## src/rtl/tape_pkg.sv

```systemverilog
// tape_pkg: shared decoder states and CSW image constants for the tape player
package tape_pkg;
  typedef enum logic [3:0] {
    S_IDLE, S_HDR, S_FETCH, S_LONG0, S_LONG1, S_LONG2, S_LONG3, S_COUNT, S_END
  } tape_state_t;
  localparam int PAUSE_GUARD  = 100;
  localparam int CSW_HDR_LEN  = 32;
  localparam int CSW_RATE_OFS = 25;
endpackage

```

## src/rtl/tape_fifo.sv

```systemverilog
// tape_fifo: show-ahead sync FIFO; ports clk_sys/reset_n, flush, push/wdata, pop/rdata, full, empty, free
module tape_fifo #(
  parameter int DEPTH = 8,
  parameter int WIDTH = 8
) (
  input  logic                       clk_sys,
  input  logic                       reset_n,
  input  logic                       flush,
  input  logic                       push,
  input  logic                       pop,
  input  logic [WIDTH-1:0]           wdata,
  output logic [WIDTH-1:0]           rdata,
  output logic                       full,
  output logic                       empty,
  output logic [$clog2(DEPTH):0]     free
);
  localparam int AW = $clog2(DEPTH);
  logic [WIDTH-1:0] mem [DEPTH];
  logic [AW:0] wp, rp;
  assign empty = wp == rp;
  assign full  = wp[AW] != rp[AW] && wp[AW-1:0] == rp[AW-1:0];
  assign free  = (AW+1)'(DEPTH) - (wp - rp);
  assign rdata = mem[rp[AW-1:0]];
  always_ff @(posedge clk_sys or negedge reset_n)
    if (!reset_n) begin
      wp <= '0;
      rp <= '0;
    end else if (flush) begin
      wp <= '0;
      rp <= '0;
    end else begin
      if (push && !full) wp <= wp + 1'b1;
      if (pop && !empty) rp <= rp + 1'b1;
    end
  always_ff @(posedge clk_sys)
    if (push && !full) mem[wp[AW-1:0]] <= wdata;
endmodule

```

## src/rtl/tape_csw_player.sv

```systemverilog
// tape_csw_player: CSW tape player; fetches the image via rd_req/rd_ack/addr/din into a FIFO,
// decodes pulse lengths and toggles audio_out from a fractional NCO clocked by ce.
// Controls: key_play, key_pause, tape_motor, tape_ready (low = eject), tape_size.
// Status: active, available, underrun (sticky), eof (pulse), pos (bytes decoded).
// Define TAPE_CSW_LOOP_EN to restart at the first pulse instead of stopping at end of image.
module tape_csw_player
  import tape_pkg::*;
#(
  parameter int CLOCK      = 48000000,
  parameter int ADDR_W     = 25,
  parameter int FIFO_DEPTH = 8,
  parameter int HDR_LEN    = CSW_HDR_LEN,
  parameter int RATE_OFS   = CSW_RATE_OFS
) (
  input  logic              clk_sys,
  input  logic              reset_n,
  input  logic              ce,
  input  logic              key_play,
  input  logic              key_pause,
  input  logic              tape_motor,
  input  logic              tape_ready,
  input  logic [ADDR_W-1:0] tape_size,
  output logic              rd_req,
  input  logic              rd_ack,
  output logic [ADDR_W-1:0] addr,
  input  logic [7:0]        din,
  output logic              audio_out,
  output logic              active,
  output logic              available,
  output logic              underrun,
  output logic              eof,
  output logic [ADDR_W-1:0] pos
);
  localparam int FW = $clog2(FIFO_DEPTH);
  tape_state_t state;
  logic [ADDR_W-1:0] size, rp, rofs;
  logic [31:0] rate, count, long_cnt;
  logic [32:0] acc, acc_sum;
  logic [7:0] f_data;
  logic [FW:0] f_free;
  logic [1:0] lidx;
  logic f_full, f_empty, push, pop, fetch_ok, nco_tick;
  logic rdy_q, play_q, pause_q, motor_q, paused, go, stop;
  assign push      = rd_req && rd_ack && !f_full;
  assign pop       = !f_empty && state inside {S_HDR, S_FETCH, S_LONG0, S_LONG1, S_LONG2, S_LONG3};
  assign fetch_ok  = !(state inside {S_IDLE, S_END}) && rp < size && f_free != '0;
  assign acc_sum   = acc + {1'b0, rate};
  assign nco_tick  = acc_sum >= 33'(CLOCK);
  assign rofs      = pos - ADDR_W'(RATE_OFS);
  assign lidx      = 2'(state - S_LONG0);
  assign long_cnt  = {f_data, count[23:0]};
  // pausing near the end is refused so a tape can never be parked on its final pulses
  assign go        = ce && ((tape_motor && !motor_q) || (key_play && !play_q));
  assign stop      = ce && ((motor_q && !tape_motor) || (key_pause && !pause_q)) &&
                     size - pos > ADDR_W'(PAUSE_GUARD);
  assign addr      = rp;
  assign active    = !paused && state inside {S_FETCH, S_LONG0, S_LONG1, S_LONG2, S_LONG3, S_COUNT};
  assign available = !(state inside {S_IDLE, S_END});
  tape_fifo #(.DEPTH(FIFO_DEPTH), .WIDTH(8)) u_fifo (
    .clk_sys, .reset_n, .flush(!tape_ready), .push, .pop, .wdata(din),
    .rdata(f_data), .full(f_full), .empty(f_empty), .free(f_free)
  );
  always_ff @(posedge clk_sys or negedge reset_n)
    if (!reset_n) begin
      {rdy_q, play_q, pause_q, motor_q} <= '0;
    end else begin
      rdy_q <= tape_ready;
      if (ce) {play_q, pause_q, motor_q} <= {key_play, key_pause, tape_motor};
    end
  always_ff @(posedge clk_sys or negedge reset_n)
    if (!reset_n) begin
      state <= S_IDLE; size <= '0; rp <= '0; pos <= '0; rate <= '0; count <= '0; acc <= '0;
      audio_out <= 1'b1; rd_req <= 1'b0; paused <= 1'b1; underrun <= 1'b0; eof <= 1'b0;
    end else if (!tape_ready) begin
      state <= S_IDLE; size <= '0; rp <= '0; pos <= '0; rate <= '0; count <= '0; acc <= '0;
      audio_out <= 1'b1; rd_req <= 1'b0; paused <= 1'b1; underrun <= 1'b0; eof <= 1'b0;
    end else begin
      eof <= 1'b0;
      if (!rdy_q) begin
        size     <= tape_size;
        rp       <= '0;
        underrun <= 1'b0;
        state    <= tape_size > ADDR_W'(HDR_LEN) ? S_HDR : S_IDLE;
      end
      if (push) begin
        rd_req <= 1'b0;
        rp     <= rp + 1'b1;
      end else if (!rd_req && fetch_ok) begin
        rd_req <= 1'b1;
      end
      if (stop) paused <= 1'b1;
      else if (go) paused <= 1'b0;
      if (pop) pos <= pos + 1'b1;
      case (state)
        S_HDR: if (pop) begin
          if (rofs < ADDR_W'(4)) rate[{rofs[1:0], 3'b000} +: 8] <= f_data;
          if (pos == ADDR_W'(HDR_LEN - 1)) state <= S_FETCH;
        end
        S_FETCH: if (pop) begin
          if (f_data != 8'd0) begin
            count     <= {24'd0, f_data};
            audio_out <= !audio_out;
            state     <= S_COUNT;
          end else begin
            state <= S_LONG0;
          end
        end else if (rp == size) begin
          eof <= 1'b1;
`ifdef TAPE_CSW_LOOP_EN
          rp    <= ADDR_W'(HDR_LEN);
          pos   <= ADDR_W'(HDR_LEN);
          state <= S_FETCH;
`else
          state <= S_END;
`endif
        end else begin
          underrun <= 1'b1;
        end
        S_LONG0, S_LONG1, S_LONG2, S_LONG3: if (pop) begin
          if (state == S_LONG3) begin
            count     <= long_cnt == 32'd0 ? 32'd1 : long_cnt;
            audio_out <= !audio_out;
            state     <= S_COUNT;
          end else begin
            count[{lidx, 3'b000} +: 8] <= f_data;
            state <= tape_state_t'(state + 4'd1);
          end
        end else if (rp != size) begin
          underrun <= 1'b1;
        end
        // acc carries its remainder across pulses so the long-run rate stays exact
        S_COUNT: if (ce && !paused) begin
          acc <= nco_tick ? acc_sum - 33'(CLOCK) : acc_sum;
          if (nco_tick) begin
            count <= count - 32'd1;
            if (count == 32'd1) state <= S_FETCH;
          end
        end
        default: ;
      endcase
    end
endmodule

```

## config.mk

```make
export PLATFORM = sky130hd
export DESIGN_NAME = tape_csw_player
export DESIGN_NICKNAME = d
export VERILOG_FILES = /design/src/rtl/tape_pkg.sv /design/src/rtl/tape_fifo.sv /design/src/rtl/tape_csw_player.sv
export SDC_FILE = /design/constraint.sdc
export NUM_CORES = 1
export LEC_CHECK = 0
export ABC_CLOCK_PERIOD_IN_PS = 5900
export CAP_MARGIN = 20
export CORE_MARGIN = 2
export CORE_UTILIZATION = 50
export CTS_BUF_LIST = sky130_fd_sc_hd__clkbuf_8 sky130_fd_sc_hd__clkbuf_16
export CTS_CLUSTER_DIAMETER = 80
export DETAILED_ROUTE_END_ITERATION = 7
export PLACE_DENSITY = 0.79
export RECOVER_POWER = 50
export SLEW_MARGIN = 20
export SYNTH_ARGS = -nofsm -noshare
export SYNTH_HDL_FRONTEND = slang
export SYNTH_SLANG_ARGS = --single-unit
```

## constraint.sdc

```tcl
create_clock -name clk_sys -period 5.9 [get_ports clk_sys]
set_clock_uncertainty 0.1 [all_clocks]
set_input_delay 0.885 -clock clk_sys [delete_from_list [all_inputs] [get_ports clk_sys]]
set_output_delay 0.885 -clock clk_sys [all_outputs]
set_load 0.02 [all_outputs]
```

== Word-level counts from Yosys, hierarchy flattened ==
Memories as Yosys holds them, arrays and structs flattened.
Index checks and enable logic that the tools add are counted.
Storage, ports and cells
  bits in writable memories: 64
  output and inout bits: 56
  memories: 1
  bits in latches: 0
  register bits: 193
  bits in read-only memories: 0
Operators by class
  eq/ne operators: 35
  $add $sub $neg: 15
  divide/modulo/power cells: 0
  reductions and logical operators: 43
  shift operators: 4
  $lt $le $gt $ge: 5
  multiply operators: 0
  multiplexer cells: 69
  bitwise logic cells: 0
Memories
  u_fifo.mem: words 8, width 8, read ports 1, clocked after Yosys merged registers in 0, write ports 1, line tape_fifo.sv:18  | logic [WIDTH-1:0] mem [DEPTH];
Operators by type and width (number)
  2-to-1 mux 32 bit: 12
  2-to-1 mux 25 bit: 7
  2-to-1 mux 33 bit: 4
  one-hot mux 32 bit (3 select lines): 1
  bitwise mux 32 bit: 2
  variable shift 8 x 7 -> 32 bit (first input constant): 2
  variable part select 8 x 7 -> 32 bit: 2
  2-to-1 mux 4 bit: 15
  adder 25 x 1 -> 25 bit (second input constant): 2
  adder 33 x 32 -> 33 bit: 1
  >= comparator 33 x 26 -> 1 bit (second input constant): 1
  subtractor 33 x 26 -> 33 bit (second input constant): 1
  equality test 32 x 1 -> 1 bit (second input constant): 1
  zero test 32 bit: 1
  subtractor 32 x 1 -> 32 bit (second input constant): 1
  equality test 25 bit: 1
  equality test 25 x 5 -> 1 bit (second input constant): 1
  > comparator 25 x 6 -> 1 bit (second input constant): 1
  > comparator 25 x 7 -> 1 bit (second input constant): 1
  < comparator 25 bit: 1
  < comparator 25 x 3 -> 1 bit (second input constant): 1
  inequality test 25 bit: 1
  subtractor 25 bit: 1
  subtractor 25 x 5 -> 25 bit (second input constant): 1
  other kinds (37): 109

== Logic depth before layout (Yosys ltp) ==
  word-level depth: 9
  mapped depth: 21

== By module ==
Synthesis repeated with hierarchy kept, for this count alone.
Second synthesis, totals
  cells, all modules: 1936
  area total of the unflattened synthesis: 17367.9 um2
By module, submodules not included
  tape_csw_player: area each 14233.7 um2, cells an instance 1768, seq. area each 4631.9 um2, instances 1
  tape_fifo: area each 3134.3 um2, cells an instance 168, seq. area each 2122.0 um2, instances 1

== Worst setup path after synthesis ==
OpenSTA, ideal clock, no wires.
  path kind: reg2reg
  start point: reg rate[0]
  end point: reg count[1]
  buffers on the path: 0
  setup time: 87 ps
  required time: 5713 ps
  path slack: 1673 ps
  arrival: 4040 ps
  stages on the path, launching flop included: 21
  cell sequence: dfrtp_1 ha_1 inv_1 fa_1 nor2b_4 o31ai_4 a21oi_1 nor2_1 xnor2_1 ha_1 nand2_1 nor3_1 o211ai_1 or3_1 nor4_1 o2111ai_1 nor4_4 o21ai_2 a31o_1 or4_1 o211ai_1
On the way
  longest elaborated chain between the ends: 4
RTL lines
  start: declaration: line tape_csw_player.sv:37  | logic [31:0] rate, count, long_cnt;
  start signal: indexed assignment: line tape_csw_player.sv:96  | if (rofs < ADDR_W'(4)) rate[{rofs[1:0], 3'b000} +: 8] <= f_data;
  adder 33 x 32 -> 33 bit: line tape_csw_player.sv:47  | assign acc_sum = acc + {1'b0, rate};
  >= comparator 33 x 26 -> 1 bit: line tape_csw_player.sv:48  | assign nco_tick = acc_sum >= 33'(CLOCK);
  inequality test 3 bit (no line)
  AND reduction 7 bit (no line)
  end signal: assignment: line tape_csw_player.sv:101  | count <= {24'd0, f_data};
  end signal: assignment: line tape_csw_player.sv:121  | count <= long_cnt == 32'd0 ? 32'd1 : long_cnt;
  end signal: indexed assignment: line tape_csw_player.sv:125  | count[{lidx, 3'b000} +: 8] <= f_data;
  end: declaration: line tape_csw_player.sv:37
No other way between the ends.
A chain may end at the register's enable or synchronous reset.

== Final worst setup path ==
  start point: reg rate[1]
  end point: reg count[1]
The elaborated chain is that of the path after synthesis.

==> metrics.md <==
| Metric | Value |
|---|---|
| Syn_nets | 2,058 |
| YS warnings | 0 |
| Grt ovf | 0 |
| CP bufs+invs | 0 |
| Highest clock rate | 191 MHz |
| Gr busiest metal | met2 |
| Avg Inst Size Synth | 9.11 sq um |
| Final Max Slew Viols | 171 |
| Setup Viol. Count Final | 0 |
| DRC Markers | 0 |
| Clock Tree Buf Depth | 3 |
| Post-Route WL | 49.7 mm |
| Vias/cell | 6.40 |
| Die ar. | 0.0363 sq mm |
| Worst slack, placed | 0.806 ns |
| Ranking of synthesized cells by area | dfrtp_1 27%, edfxtp_1 11%, ha_1 7.3% |
| Ant. Diodes | 0 |
| CP startpoint kind | register |
| Resized cells post-CTS | 0 |
| H-tree depth | 1 |
| Worst-path maximum fanout | 18 |
| Vias in the first global route | 14,904 |
| Row count | 68 |
| Synth area leader | dfrtp_1 |
| Setup bufs post-CTS | 0 |
| Layout Cells excl Fill | 2,457 |
| Net Switching | 1.75 mW |
| Layout cells sized above 1 | 6.84% |
| Critical path class | reg2reg |
| First-pass GRT wire length | 79.5 mm |
| Met2 Track Usage GR | 43.6% |
| Failing checks | max-capacitance violations, max-slew violations |
| Mapped Cells | 1,912 |
| Lkg Pwr | 7.98 nW |
| Cts bufs inserted | 29 |
| Library cells used by synthesis | 99 |
| Placed Instance Area | 0.0188 sq mm |
| Final hold viol count | 0 |
| Boundary Pins | 97 |
| GR Layer Usage met3 | 4.29% |
| RSZ-0062 raised after global routing | false |
| Worst-margin pin slew | 4.57 ns |
| Hold WS | 0.383 ns |
| Initial Util | 50.5% |
| Run status | finished, violations left |
| Util after Layout | 57.2% |
| Drt wl/cell | 20.2 um |
| DP Wirelength | 35.6 mm |
| Post-synth EDFFs | 64 |
| Dpl cells | 2,407 |
| Maximum vdd drop | 0.247 mV |
| Net Sw Frac | 34.1% |
| Die width | 191 um |
| Period utilisation layout | 88.7% |
| Synth Register Bits | 257 |
| Max Cap Viol | 4 |
| Worst Setup Slack, final | 0.669 ns |
| Port Buffers | 96 |
| Area of the mapped netlist | 0.0174 sq mm |
| Root Driver | clkbuf_16 |
| CTS Hold Bufs | 0 |
| Hold/Removal Path Class | reg2reg |
| Final Cell Area | 0.0197 sq mm |
| CP max-delay cell | or4_1 |
| Initial antenna violation count | 0 |
| Reg power frac | 39.0% |
| Final Wtd Congestion | 0.955 |
| Area share of the leading cell type in the synthesized netlist | 27.4% |
| CTS clk-pin slew, worst paths | 0.06 ns |
| Total global-route track usage | 27.1% |
| Initial DRC count | 1,410 |
| Crit-path cells | ha_1, a21o_1, nand4_1, a211o_1, nand2_1, xor2_1, ha_1, nand2_1, nor3_1, o211ai_1, or3_1, nor4_1, o2111ai_1, nor4_4, o21ai_2, a31o_1, or4_1, o211ai_1 |
| Setup TNS | 0 ns |
| Slew headroom | -205% |
| Largest net degree at the start of global routing | 98 |
| Ys flop type | dfrtp_1 |
| Tot Pwr | 5.14 mW |
| Via total after detailed routing | 15,714 |
| Crit. End Element | register |
| Area Overhead vs Synth | 13.3% |
| WP data arrival | 5.61 ns |
| DRT Pass-1 Iters | 5 |
| Clock power frac | 34.4% |
| Height of the die | 191 um |
| TritonCTS clock tree | yes |
| Internal Dissipation | 3.39 mW |
| Core area | 0.0345 sq mm |
| Post-synthesis sequential area ratio | 38.8% |
| Post-route ant nets | 0 |
| Clock Sinks | 257 |
| Final min period | 5.23 ns |
| Comb pwr share | 26.6% |
| Critical path's top delay family | simple AND/OR/NAND/NOR gates |
| Power Density | 261 mW/mm^2 |
| NumNets Final | 2,129 |
| Req. time, crit path | 6.28 ns |
| Fraction of registers with async set/reset | 75.1% |
| Later-pin clock latency in the skew report | 0.57 ns |
| Met1 Usage GRT | 38.0% |
| CP max stage delay | 0.52 ns |
[routing by layer]
layer	up-vias	share of wire, %
met5	-	0
met4	0	2.7
met3	108	8.1
met2	747	47
met1	7592	43
li1	7267	-
[path summary, 6_finish.rpt]
| kind | from | endpoint | slack [ns] | cells past startpoint |
|---|---|---|---|---|
| setup / recovery | rate[1] | count[1] | 0.67 | 18 |
| hold / removal | rate[0] | rate[0] | 0.38 | 2 |
| setup reg to reg | rate[1] | count[1] | 0.67 | 18 |
| hold reg to reg | rate[0] | rate[0] | 0.38 | 2 |
| max in group asynchronous | reset_n | pos[10] | 0.92 | 2 |
| min in group asynchronous | reset_n | addr[11] | 2.06 | 1 |
[logic make-up (layout without fill, tap and decap cells)]
group,count (synthesis),in the layout,share of synthesized area (%)
AOI/OAI and AO/OA,560,560,21.6
xor gates and xnor gates,88,88,4.53
adders and majority gates,105,105,7.67
buffers and inverters,188,278,4.26
DFF,257,257,38.8
muxes,58,58,4.53
and+or+nand+nor,656,656,18.6
[tightest hold or removal path, stage by stage, from the launching register on]
cell and delay [ns]:
dfrtp_1 0.34, nand2_1 0.05, o31ai_1 0.06
[power by group through the flow]
stage / clock [mW] / combinational (mW) / sequential (mW)
after floorplan: 0 / 0.926 / 2.00
after global placement: 0 / 1.30 / 2.03
after detailed placement: 0 / 1.33 / 2.03
after CTS: 1.80 / 1.34 / 2.00
after global routing: 1.87 / 1.49 / 2.01
final: 1.77 / 1.37 / 2.00
[cell usage in the layout, fill, tap and decap left out, types with 17 or more instances in the layout]
| cell | n |
|---|---|
| nand2_1 | 201 |
| dfrtp_1 | 191 |
| nor2_1 | 146 |
| o21ai_0 | 131 |
| a21oi_1 | 107 |
| inv_1 | 105 |
| ha_1 | 102 |
| clkdlybuf4s50_1 | 85 |
| xnor2_1 | 64 |
| edfxtp_1 | 64 |
| nor3_1 | 61 |
| nand3_1 | 53 |
| o22ai_1 | 39 |
| o31ai_1 | 38 |
| mux2i_1 | 35 |
| nand4_1 | 31 |
| nor4_1 | 31 |
| a21o_1 | 30 |
| clkbuf_16 | 29 |
| o21a_1 | 27 |
| xor2_1 | 23 |
| a31oi_1 | 22 |
| buf_4 | 22 |
| o211ai_1 | 19 |
| or3_1 | 18 |
| and3_1 | 17 |
[layout make-up]
class / instances / area [sq um]
multi-input combinational: 1467 / 9940
clock inverter: 20 / 181
tap: 455 / 569
sequential: 257 / 6750
clock buffer: 30 / 739
fill: 2958 / 14700
inverter: 107 / 402
timing repair buffer: 121 / 1140
[cell usage after synthesis (13+ instances only)]
library cell / instances
clkbuf_1: 56
a21o_1: 30
or3_1: 18
o22ai_1: 39
a21oi_1: 110
xor2_1: 23
nor4_1: 31
or4_1: 14
edfxtp_1: 64
nand2_1: 201
a31oi_1: 22
nor3_1: 61
nor2b_1: 13
mux2i_1: 36
nor2_1: 147
o211ai_1: 19
mux4_2: 16
nand4_1: 31
o31ai_1: 38
ha_1: 102
xnor2_1: 64
nand3_1: 53
inv_1: 104
o21a_1: 27
and3_1: 17
and2_1: 16
dfrtp_1: 191
o21ai_0: 131
[sequential cells by signal, indices dropped and copies added (netlist names), 25 cells and up]
name / flops
count: 32
pos: 25
rate: 32
addr: 25
size: 25
acc: 33
u_fifo.mem: 64
(Power assumes the default switching activity.)
